==> src/rtl/ysyx_22040729_ifu_if.sv <==
`default_nettype none
// ============================================================================
// Module      : ysyx_22040729_ifu_if
// Description : Fetch-unit bus bundle: imem request/response, redirect, decode.
// Revision    : 1.0
// ============================================================================
interface ysyx_22040729_ifu_if #(
    parameter int ADDR_WIDTH = 64,
    parameter int INST_WIDTH = 32
);
    logic                  imem_req_valid;
    logic                  imem_req_ready;
    logic [ADDR_WIDTH-1:0] imem_req_addr;
    logic                  imem_resp_valid;
    logic [63:0]           imem_resp_data;
    logic                  redirect_valid;
    logic [ADDR_WIDTH-1:0] redirect_pc;
    logic                  inst_valid;
    logic                  inst_ready;
    logic [INST_WIDTH-1:0] inst;
    logic [ADDR_WIDTH-1:0] inst_pc;

    modport master (
        output imem_req_valid, imem_req_addr, inst_valid, inst, inst_pc,
        input  imem_req_ready, imem_resp_valid, imem_resp_data,
               redirect_valid, redirect_pc, inst_ready
    );

    modport slave (
        input  imem_req_valid, imem_req_addr, inst_valid, inst, inst_pc,
        output imem_req_ready, imem_resp_valid, imem_resp_data,
               redirect_valid, redirect_pc, inst_ready
    );
endinterface
`default_nettype wire

==> src/rtl/ysyx_22040729_ifu.sv <==
`default_nettype none
// ============================================================================
// Module      : ysyx_22040729_ifu
// Description : Single-outstanding instruction fetch with small decode FIFO.
// Revision    : 1.0
// ============================================================================
module ysyx_22040729_ifu #(
    parameter int                    ADDR_WIDTH = 64,
    parameter int                    INST_WIDTH = 32,
    parameter logic [ADDR_WIDTH-1:0] RESET_ADDR = ADDR_WIDTH'(64'h8000_0000),
    parameter int                    FIFO_DEPTH = 2
) (
    input  wire logic           clk,
    input  wire logic           rst,
    ysyx_22040729_ifu_if.master bus
);
    localparam int                    c_PTR_W    = (FIFO_DEPTH > 1) ? $clog2(FIFO_DEPTH) : 1;
    localparam int                    c_CNT_W    = $clog2(FIFO_DEPTH + 1);
    localparam logic [c_CNT_W-1:0]    c_DEPTH    = c_CNT_W'(FIFO_DEPTH);
    localparam logic [c_PTR_W-1:0]    c_LAST_PTR = c_PTR_W'(FIFO_DEPTH - 1);
    localparam logic [ADDR_WIDTH-1:0] c_RESET_PC = {RESET_ADDR[ADDR_WIDTH-1:2], 2'b00};

    typedef enum logic [1:0] {
        ST_REQ  = 2'd0,
        ST_WAIT = 2'd1,
        ST_DROP = 2'd2
    } state_t;

    state_t                r_state;
    logic [ADDR_WIDTH-1:0] r_fetch_pc;
    logic [ADDR_WIDTH-1:0] r_issued_pc;
    logic [ADDR_WIDTH-1:0] r_fifo_pc   [FIFO_DEPTH];
    logic [INST_WIDTH-1:0] r_fifo_inst [FIFO_DEPTH];
    logic [c_PTR_W-1:0]    r_rd_ptr;
    logic [c_PTR_W-1:0]    r_wr_ptr;
    logic [c_CNT_W-1:0]    r_count;

    logic                  w_req_valid;
    logic                  w_req_fire;
    logic                  w_inst_valid;
    logic                  w_push;
    logic                  w_pop;
    logic [INST_WIDTH-1:0] w_sel;
    logic [ADDR_WIDTH-1:0] w_redirect_pc;
    logic [c_PTR_W-1:0]    w_rd_ptr_nxt;
    logic [c_PTR_W-1:0]    w_wr_ptr_nxt;
    logic                  w_unused_pc_lsb;

    assign w_req_valid  = !rst && (r_state == ST_REQ) && (r_count < c_DEPTH);
    assign w_req_fire   = w_req_valid && bus.imem_req_ready;
    assign w_inst_valid = !rst && (r_count != '0);
    // A redirect squashes whatever would have moved through the FIFO this cycle.
    assign w_push       = !rst && (r_state == ST_WAIT) && bus.imem_resp_valid && !bus.redirect_valid;
    assign w_pop        = w_inst_valid && bus.inst_ready && !bus.redirect_valid;
    assign w_sel        = r_issued_pc[2] ? bus.imem_resp_data[63:32] : bus.imem_resp_data[31:0];

    assign w_redirect_pc   = {bus.redirect_pc[ADDR_WIDTH-1:2], 2'b00};
    assign w_unused_pc_lsb = ^bus.redirect_pc[1:0];

    assign w_rd_ptr_nxt = (r_rd_ptr == c_LAST_PTR) ? '0 : r_rd_ptr + c_PTR_W'(1);
    assign w_wr_ptr_nxt = (r_wr_ptr == c_LAST_PTR) ? '0 : r_wr_ptr + c_PTR_W'(1);

    assign bus.imem_req_valid = w_req_valid;
    assign bus.imem_req_addr  = r_fetch_pc;
    assign bus.inst_valid     = w_inst_valid;
    assign bus.inst           = rst ? '0 : r_fifo_inst[r_rd_ptr];
    assign bus.inst_pc        = rst ? '0 : r_fifo_pc[r_rd_ptr];

    always_ff @(posedge clk) begin
        if (rst) begin
            r_state     <= ST_REQ;
            r_fetch_pc  <= c_RESET_PC;
            r_issued_pc <= '0;
            r_count     <= '0;
            r_rd_ptr    <= '0;
            r_wr_ptr    <= '0;
        end else begin
            if (w_req_fire) begin
                r_issued_pc <= r_fetch_pc;
            end
            if (bus.redirect_valid) begin
                r_fetch_pc <= w_redirect_pc;
                r_count    <= '0;
                r_rd_ptr   <= '0;
                r_wr_ptr   <= '0;
                // Any request already in flight (or accepted now) returns wrong-path data.
                case (r_state)
                    ST_REQ:  r_state <= w_req_fire ? ST_DROP : ST_REQ;
                    ST_WAIT,
                    ST_DROP: r_state <= bus.imem_resp_valid ? ST_REQ : ST_DROP;
                    default: r_state <= ST_REQ;
                endcase
            end else begin
                if (w_push) begin
                    r_wr_ptr <= w_wr_ptr_nxt;
                end
                if (w_pop) begin
                    r_rd_ptr <= w_rd_ptr_nxt;
                end
                case ({w_push, w_pop})
                    2'b10:   r_count <= r_count + c_CNT_W'(1);
                    2'b01:   r_count <= r_count - c_CNT_W'(1);
                    default: r_count <= r_count;
                endcase
                case (r_state)
                    ST_REQ: begin
                        if (w_req_fire) begin
                            r_fetch_pc <= r_fetch_pc + ADDR_WIDTH'(4);
                            r_state    <= ST_WAIT;
                        end
                    end
                    ST_WAIT,
                    ST_DROP: begin
                        if (bus.imem_resp_valid) begin
                            r_state <= ST_REQ;
                        end
                    end
                    default: r_state <= ST_REQ;
                endcase
            end
        end
    end

    always_ff @(posedge clk) begin
        if (w_push) begin
            r_fifo_pc[r_wr_ptr]   <= r_issued_pc;
            r_fifo_inst[r_wr_ptr] <= w_sel;
        end
    end
endmodule
`default_nettype wire

==> src/flat_wrapper.sv <==
// flat-port wrapper written by rule: the top's interface ports become plain ports
module ysyx_22040729_ifu_flat 
#(
    parameter int                    ADDR_WIDTH = 64,
    parameter int                    INST_WIDTH = 32,
    parameter logic [ADDR_WIDTH-1:0] RESET_ADDR = ADDR_WIDTH'(64'h8000_0000),
    parameter int                    FIFO_DEPTH = 2
)
  (clk, rst, bus_imem_req_valid, bus_imem_req_addr, bus_inst_valid, bus_inst, bus_inst_pc, bus_imem_req_ready, bus_imem_resp_valid, bus_imem_resp_data, bus_redirect_valid, bus_redirect_pc, bus_inst_ready);
  ysyx_22040729_ifu_if #(.ADDR_WIDTH(ADDR_WIDTH), .INST_WIDTH(INST_WIDTH)) bus_i ();
  input  wire logic clk;
  input  wire logic rst;
  output wire logic [$bits(bus_i.imem_req_valid)-1:0] bus_imem_req_valid;
  output wire logic [$bits(bus_i.imem_req_addr)-1:0] bus_imem_req_addr;
  output wire logic [$bits(bus_i.inst_valid)-1:0] bus_inst_valid;
  output wire logic [$bits(bus_i.inst)-1:0] bus_inst;
  output wire logic [$bits(bus_i.inst_pc)-1:0] bus_inst_pc;
  input wire logic [$bits(bus_i.imem_req_ready)-1:0] bus_imem_req_ready;
  input wire logic [$bits(bus_i.imem_resp_valid)-1:0] bus_imem_resp_valid;
  input wire logic [$bits(bus_i.imem_resp_data)-1:0] bus_imem_resp_data;
  input wire logic [$bits(bus_i.redirect_valid)-1:0] bus_redirect_valid;
  input wire logic [$bits(bus_i.redirect_pc)-1:0] bus_redirect_pc;
  input wire logic [$bits(bus_i.inst_ready)-1:0] bus_inst_ready;
  assign bus_imem_req_valid = bus_i.imem_req_valid;
  assign bus_imem_req_addr = bus_i.imem_req_addr;
  assign bus_inst_valid = bus_i.inst_valid;
  assign bus_inst = bus_i.inst;
  assign bus_inst_pc = bus_i.inst_pc;
  assign bus_i.imem_req_ready = bus_imem_req_ready;
  assign bus_i.imem_resp_valid = bus_imem_resp_valid;
  assign bus_i.imem_resp_data = bus_imem_resp_data;
  assign bus_i.redirect_valid = bus_redirect_valid;
  assign bus_i.redirect_pc = bus_redirect_pc;
  assign bus_i.inst_ready = bus_inst_ready;
  ysyx_22040729_ifu #(.ADDR_WIDTH(ADDR_WIDTH), .INST_WIDTH(INST_WIDTH), .RESET_ADDR(RESET_ADDR), .FIFO_DEPTH(FIFO_DEPTH)) u_core (.clk(clk), .rst(rst), .bus(bus_i));
endmodule
==> config.mk <==
export PLATFORM = sky130hd
export DESIGN_NAME = ysyx_22040729_ifu_flat
export DESIGN_NICKNAME = d
export VERILOG_FILES = /design/src/rtl/ysyx_22040729_ifu_if.sv /design/src/rtl/ysyx_22040729_ifu.sv /design/src/flat_wrapper.sv
export SDC_FILE = /design/constraint.sdc
export NUM_CORES = 1
export LEC_CHECK = 0
export CORE_MARGIN = 8
export CORE_UTILIZATION = 49
export DETAILED_ROUTE_END_ITERATION = 8
export PLACE_DENSITY_LB_ADDON = 0.12
export SLEW_MARGIN = 20
export SYNTH_ARGS = -nofsm -noshare
export SYNTH_HDL_FRONTEND = slang
export SYNTH_SLANG_ARGS = --single-unit
==> constraint.sdc <==
create_clock -name clk -period 7.5 [get_ports clk]
set_clock_uncertainty 0.2 [all_clocks]
set_input_delay 1.5 -clock clk [delete_from_list [all_inputs] [get_ports clk]]
set_output_delay 1.5 -clock clk [all_outputs]
set_load 0.02 [all_outputs]
Yosys cells after proc, flatten, opt, wreduce, memory -nomap -nowiden
Memories as Yosys holds them, arrays and structs flattened. A register that Yosys moved wholly into a read port is not among the register bits.
Cells that the tools add are included.
Cells by class
  equal/unequal tests: 6
  reductions and logical operators: 21
  multiplexer cells: 22
  order comparisons: 1
  $add $sub $neg: 5
Operator list (number)
  2-to-1 mux 64 bit: 4
  adder 64 x 3 -> 64 bit (second input constant): 1
  2-to-1 mux 32 bit: 2
  one-hot mux 2 bit (2 select lines): 3
  2-to-1 mux 2 bit: 5
  logical AND 1 bit: 9
  2-to-1 mux 1 bit: 8
  nonzero test 2 bit: 4
  AND reduction 2 bit: 3
  equality test 2 x 1 -> 1 bit (second input constant): 2
  equality test 2 bit (second input constant): 2
  OR reduction 2 bit: 2
  inequality test 3 x 2 -> 1 bit (second input constant): 1
  inequality test 3 bit (second input constant): 1
  adder 1 bit (second input constant): 2
  adder 2 x 1 -> 2 bit (second input constant): 1
  zero test 1 bit: 2
  zero test 2 bit: 1
  < comparator 2 bit (second input constant): 1
  subtractor 2 x 1 -> 2 bit (second input constant): 1
Word-level totals
  memories: 2
  RAM bits: 192
  output and inout port bits: 162
  logic and storage cells: 64
  register bits after elaboration: 134
  input port bits: 134
Memory list
  u_core.r_fifo_pc: depth 2, bits a word 64, rd ports 1, clocked after Yosys merged registers in 1, wr ports 1, RTL line ysyx_22040729_ifu.sv:32  | logic [ADDR_WIDTH-1:0] r_fifo_pc [FIFO_DEPTH];
  u_core.r_fifo_inst: depth 2, bits a word 32, rd ports 1, clocked after Yosys merged registers in 1, wr ports 1, RTL line ysyx_22040729_ifu.sv:33  | logic [INST_WIDTH-1:0] r_fifo_inst [FIFO_DEPTH];

Depth between registers and ports, before layout
  word-level depth: 7
  gate-level depth with buffers: 9

Least setup slack after synthesis
No wires, ideal clock.
  path kind: input port to flip-flop
  from: in bus_redirect_valid
  to: mem u_core.r_fifo_inst[0][0], enable pin
  library setup time: 548 ps
  stages: 4
  path buffers: 1
  arrival time: 6052 ps
  data required time: 6752 ps
  setup slack: 700 ps
  cells stage by stage: clkbuf_1 -> nor2_1 -> nand3_1 -> nor2_1
Between the ends
  word-level cells in the longest chain between the ends: 4
Ends and longest elaborated chain
  from (decl): RTL line flat_wrapper.sv:21  | input wire logic [$bits(bus_i.redirect_valid)-1:0] bus_redirect_valid;
  zero test 1 bit: RTL line ysyx_22040729_ifu.sv:53  | assign w_push = !rst && (r_state == ST_WAIT) && bus.imem_resp_valid && !bus.redirect_valid;
  logical AND 1 bit: RTL line ysyx_22040729_ifu.sv:53
  2-to-1 mux 1 bit: RTL line ysyx_22040729_ifu.sv:125  | if (w_push) begin
  2-to-1 mux 1 bit (not written as such): RTL line ysyx_22040729_ifu.sv:127  | r_fifo_inst[r_wr_ptr] <= w_sel;
  to (decl): RTL line ysyx_22040729_ifu.sv:33
Every way passes these cells.

Worst setup path after layout
  from: in rst
  to: out bus_inst_pc[4]
Between the ends
  word-level cells in the longest chain between the ends: 1
Ends and longest elaborated chain
  from (decl): RTL line flat_wrapper.sv:12  | input wire logic rst;
  2-to-1 mux 64 bit: RTL line ysyx_22040729_ifu.sv:67  | assign bus.inst_pc = rst ? '0 : r_fifo_pc[r_rd_ptr];
  to (decl): RTL line flat_wrapper.sv:17  | output wire logic [$bits(bus_i.inst_pc)-1:0] bus_inst_pc;
Every way passes these cells.

==> results.md <==
* Status: finished, final reports clean
* Congestion Overflow GR at 0
* Worst VDD drop at roughly 0.14 mV
* Synth area leaders: edfxtp_1 (41%), dfxtp_1 (19%), mux2i_1 (7.3%)
* Syn Area/Cell at 11.0 µm²
* Pwr dens at between 200 and 250 nW/µm²
* Num CTS Buffers at 31
* Relative slew slack at 37.0%
* Reg power frac at 49.6%
* Final GP Congestion at 0.830
* Clock root buffer: clkbuf_16
* Reg2reg setup slack at 4190 ps
* Met1 Wirelength at 16.3 mm
* Area after DPL at 16900 µm²
* Final worst path period share at 68.5%
* Total wire length at 37.9 mm
* Reg clk slew, reported paths at 60 ps
* Vias/cell at approximately 5.5
* Vias in the first global route at 10200
* Yosys warnings at 0
* Register bit total from synthesis at 319
* Min Tclk post-route at 5140 ps
* Hold Buf Count CTS at 0
* P_leak at 5.79 nW
* Die Y at 183 µm
* Met3 Wirelength at 2.42 mm
* Required @ worst endpoint at 5800 ps
* Wire per inst at about 20 µm
* H-tree levels at 1
* Hold Crit Class: flip-flop to flip-flop
* Die area at 33600 µm²
* Final Cell Area at 18000 µm²
* Top Metal Used: met4
* Critical path arrival at between 3000 and 4000 ps
* CP Launch Point: rst
* Initial DRC count at 627
* MaxCap Viol Count at 0
* Initial Util at a little under 50%
* R2R depth at 7
* Share of cells above drive strength 1 at between 7 and 8%
* Clk Latency, worst-skew pair at around 550 ps
* Clk pwr share at 42.0%
* Hold Startpoint: u_core.r_issued_pc[39]
* Post-synth ARST share at 0%
* Synth area leader: edfxtp_1
* CP Max Fanout at 121
* GR Util All Layers at between 20% and 30%
* Top Ports at 296
* Drc violations at 0
* Fin. Hold Viols at 0
* Max Clk Rate at 195 MHz
* Measured slew at the worst slew-check pin at 938 ps
* Endpoint type of the worst setup path: primary output
* First-pass GRT wire length at 57.8 mm
* IO Port Bufs at about 290
* Ant. Diodes at 0
* CP Class: input pin to primary output
* Yosys cell types at 60
* Gate power share at around 8.4%
* # rows at 61
* Vias at 10400
* DRT antenna net count at 0
* Initial antenna violation count at 0
* HPWL after DPL at 25.4 mm
* Final setup fails at 0
* Syn Inst Count at 1247
* CTS tree: done
* Layout overhead on the synthesized area at 31.3%
* Clock Sinks at 319
* CORE AREA at 27700 µm²
* Number of synthesized flops with an enable pin at 188
* RSZ-0062 raised after global routing: no
* P_int at 3.05 mW
* Total Neg Setup Slack at 0 ps
* Detail Route met2 WL at 18.2 mm
* Post-CTS setup repair buffer count at 0
* Post-synthesis sequential area ratio at between 60% and 70%
* Die span in x at 183 µm
* Psw at 858 µW
* Largest net degree at the start of global routing at 122
* Max Root-Sink Buffers at 3
* FF-to-FF Start: u_core.r_state[1]
* Setup crit end: bus_inst_pc[4]
* Startpoint types: input pin
* Area share of the largest cell type after synthesis at 41.1%
* FF-to-FF End: u_core.bus.imem_req_addr[47]
* Cts repair resizes at 0
* Net Sw Frac at 22.0%
* Dominant synthesized flop cell: edfxtp_1
* Synthesized cell area at 13700 µm²
* Worst hold slack at ~250 ps
* DR pass1 iterations at 5
* Slew Viols, Final at 0
* Nets@finish at 1636
## worst min path at each step
stage,slack (ps),cells past startpoint,endpoint
floorplan,220,0,u_core.r_fifo_pc[0][2]
global placement,230,0,u_core.r_fifo_pc[1][45]
detailed placement,240,0,u_core.r_fifo_pc[0][3]
CTS,250,0,u_core.r_fifo_pc[1][36]
global route,260,0,u_core.r_fifo_pc[1][55]
finish,250,0,u_core.r_fifo_pc[0][39]
## placed cells by master (no fill, tap or decap), types with 3 or more instances in the layout
| cell | count |
|---|---|
| ha_1 | 5 |
| mux2_2 | 32 |
| inv_1 | 15 |
| clkinv_1 | 3 |
| xnor2_1 | 15 |
| a21oi_1 | 80 |
| nor2_1 | 155 |
| clkdlybuf4s50_1 | 287 |
| o31ai_1 | 9 |
| clkbuf_1 | 7 |
| bufinv_16 | 6 |
| nor2b_1 | 6 |
| a211oi_1 | 16 |
| nand3b_1 | 3 |
| nand4_1 | 27 |
| mux2i_1 | 100 |
| and4_1 | 8 |
| and3_1 | 7 |
| nand2_1 | 178 |
| clkbuf_8 | 5 |
| a2111oi_0 | 10 |
| buf_4 | 10 |
| a311oi_1 | 15 |
| or3_1 | 9 |
| conb_1 | 4 |
| nor4_1 | 16 |
| nor3_1 | 17 |
| clkbuf_16 | 31 |
| edfxtp_1 | 188 |
| xor2_1 | 16 |
| or4_1 | 16 |
| and2_1 | 3 |
| or2_2 | 3 |
| nor3b_1 | 4 |
| o21ai_0 | 8 |
| a211o_1 | 3 |
| nand3_1 | 27 |
| dfxtp_1 | 129 |
## worst max-delay path, cell delays in order
cell,delay (ps)
clkbuf_8,590
buf_4,600
nor2_1,130
clkdlybuf4s50_1,580
## synth_stat cells (all sizes together), types with 10 or more instances
library cell and n:
or4 18, nand4 28, xor2 16, clkbuf 66, dfxtp 131, nand3 28, a21oi 80, nand2 178
a311oi 15, xnor2 15, edfxtp 188, mux2 32, nor4 17, nor3 18, inv 16, buf 21
mux2i 100, a2111oi 10, and4 10, a211oi 16, nor2 157
## stage by stage
| stage | total power [mW] | std cells | util, % | setup slack, ps |
|---|---|---|---|---|
| 2_1_floorplan | 2.11 | 1250 | - | 700 |
| 3_3_place_gp | 2.30 | 1842 | 61.1 | 2340 |
| 3_5_place_dp | 2.30 | 1842 | 61.1 | 2320 |
| 4_1_cts | 3.94 | 1899 | 65.0 | 2290 |
| 5_1_grt | 4.03 | 1899 | 65.0 | 2220 |
| 6_report | 3.91 | 1899 | 65.0 | 2360 |
## power by group through the flow
stage | registers (mW) | clock network (mW) | logic (mW)
6_report | 1.94 | 1.64 | 0.327
5_1_grt | 1.94 | 1.74 | 0.352
4_1_cts | 1.94 | 1.67 | 0.330
3_5_place_dp | 1.98 | 0 | 0.329
3_3_place_gp | 1.97 | 0 | 0.324
2_1_floorplan | 1.98 | 0 | 0.131
## cell type report
type / instances / area, µm²
Fill cell: 2211 / 9690
Sequential cell: 319 / 8270
Multi-Input combinational cell: 828 / 5110
Timing Repair Buffer: 301 / 3010
Clock buffer: 42 / 857
Tap cell: 378 / 473
Clock inverter: 15 / 235
Inverter: 16 / 60.1
## registers in the layout, summed over array words and instances, names as in the netlist, named ones only
signal / count
u_core.r_fifo_inst: 64
u_core.r_fifo_pc: 124
u_core.r_issued_pc: 62
u_core.r_count: 2
u_core.bus.imem_req_addr: 62
u_core.r_state: 2
u_core.r_wr_ptr: 1
u_core.r_rd_ptr: 1
## metal layers
| metal | up-vias | global-route usage [%] |
|---|---|---|
| met2 | 365 | 36.1 |
| li1 | 5008 | - |
| met5 | - | 0 |
| met4 | 0 | 7.03 |
| met3 | 59 | 3.80 |
| met1 | 4987 | 28.1 |
## logic make-up (layout without fill, tap and decap cells)
family,count (synthesis),after routing,synth area share [%]
AO/OA/AOI/OAI,156,156,7.32
XOR/XNOR,31,31,1.98
adder cells (fa/ha/maj),5,5,0.456
buffers and inverters,103,374,2.95
flip-flops,319,319,60.3
multiplexers,132,132,9.92
other,1,4,0.0273
AND/OR/NAND/NOR,500,500,17.1
No activity file was read; power rests on OpenSTA's default activity.
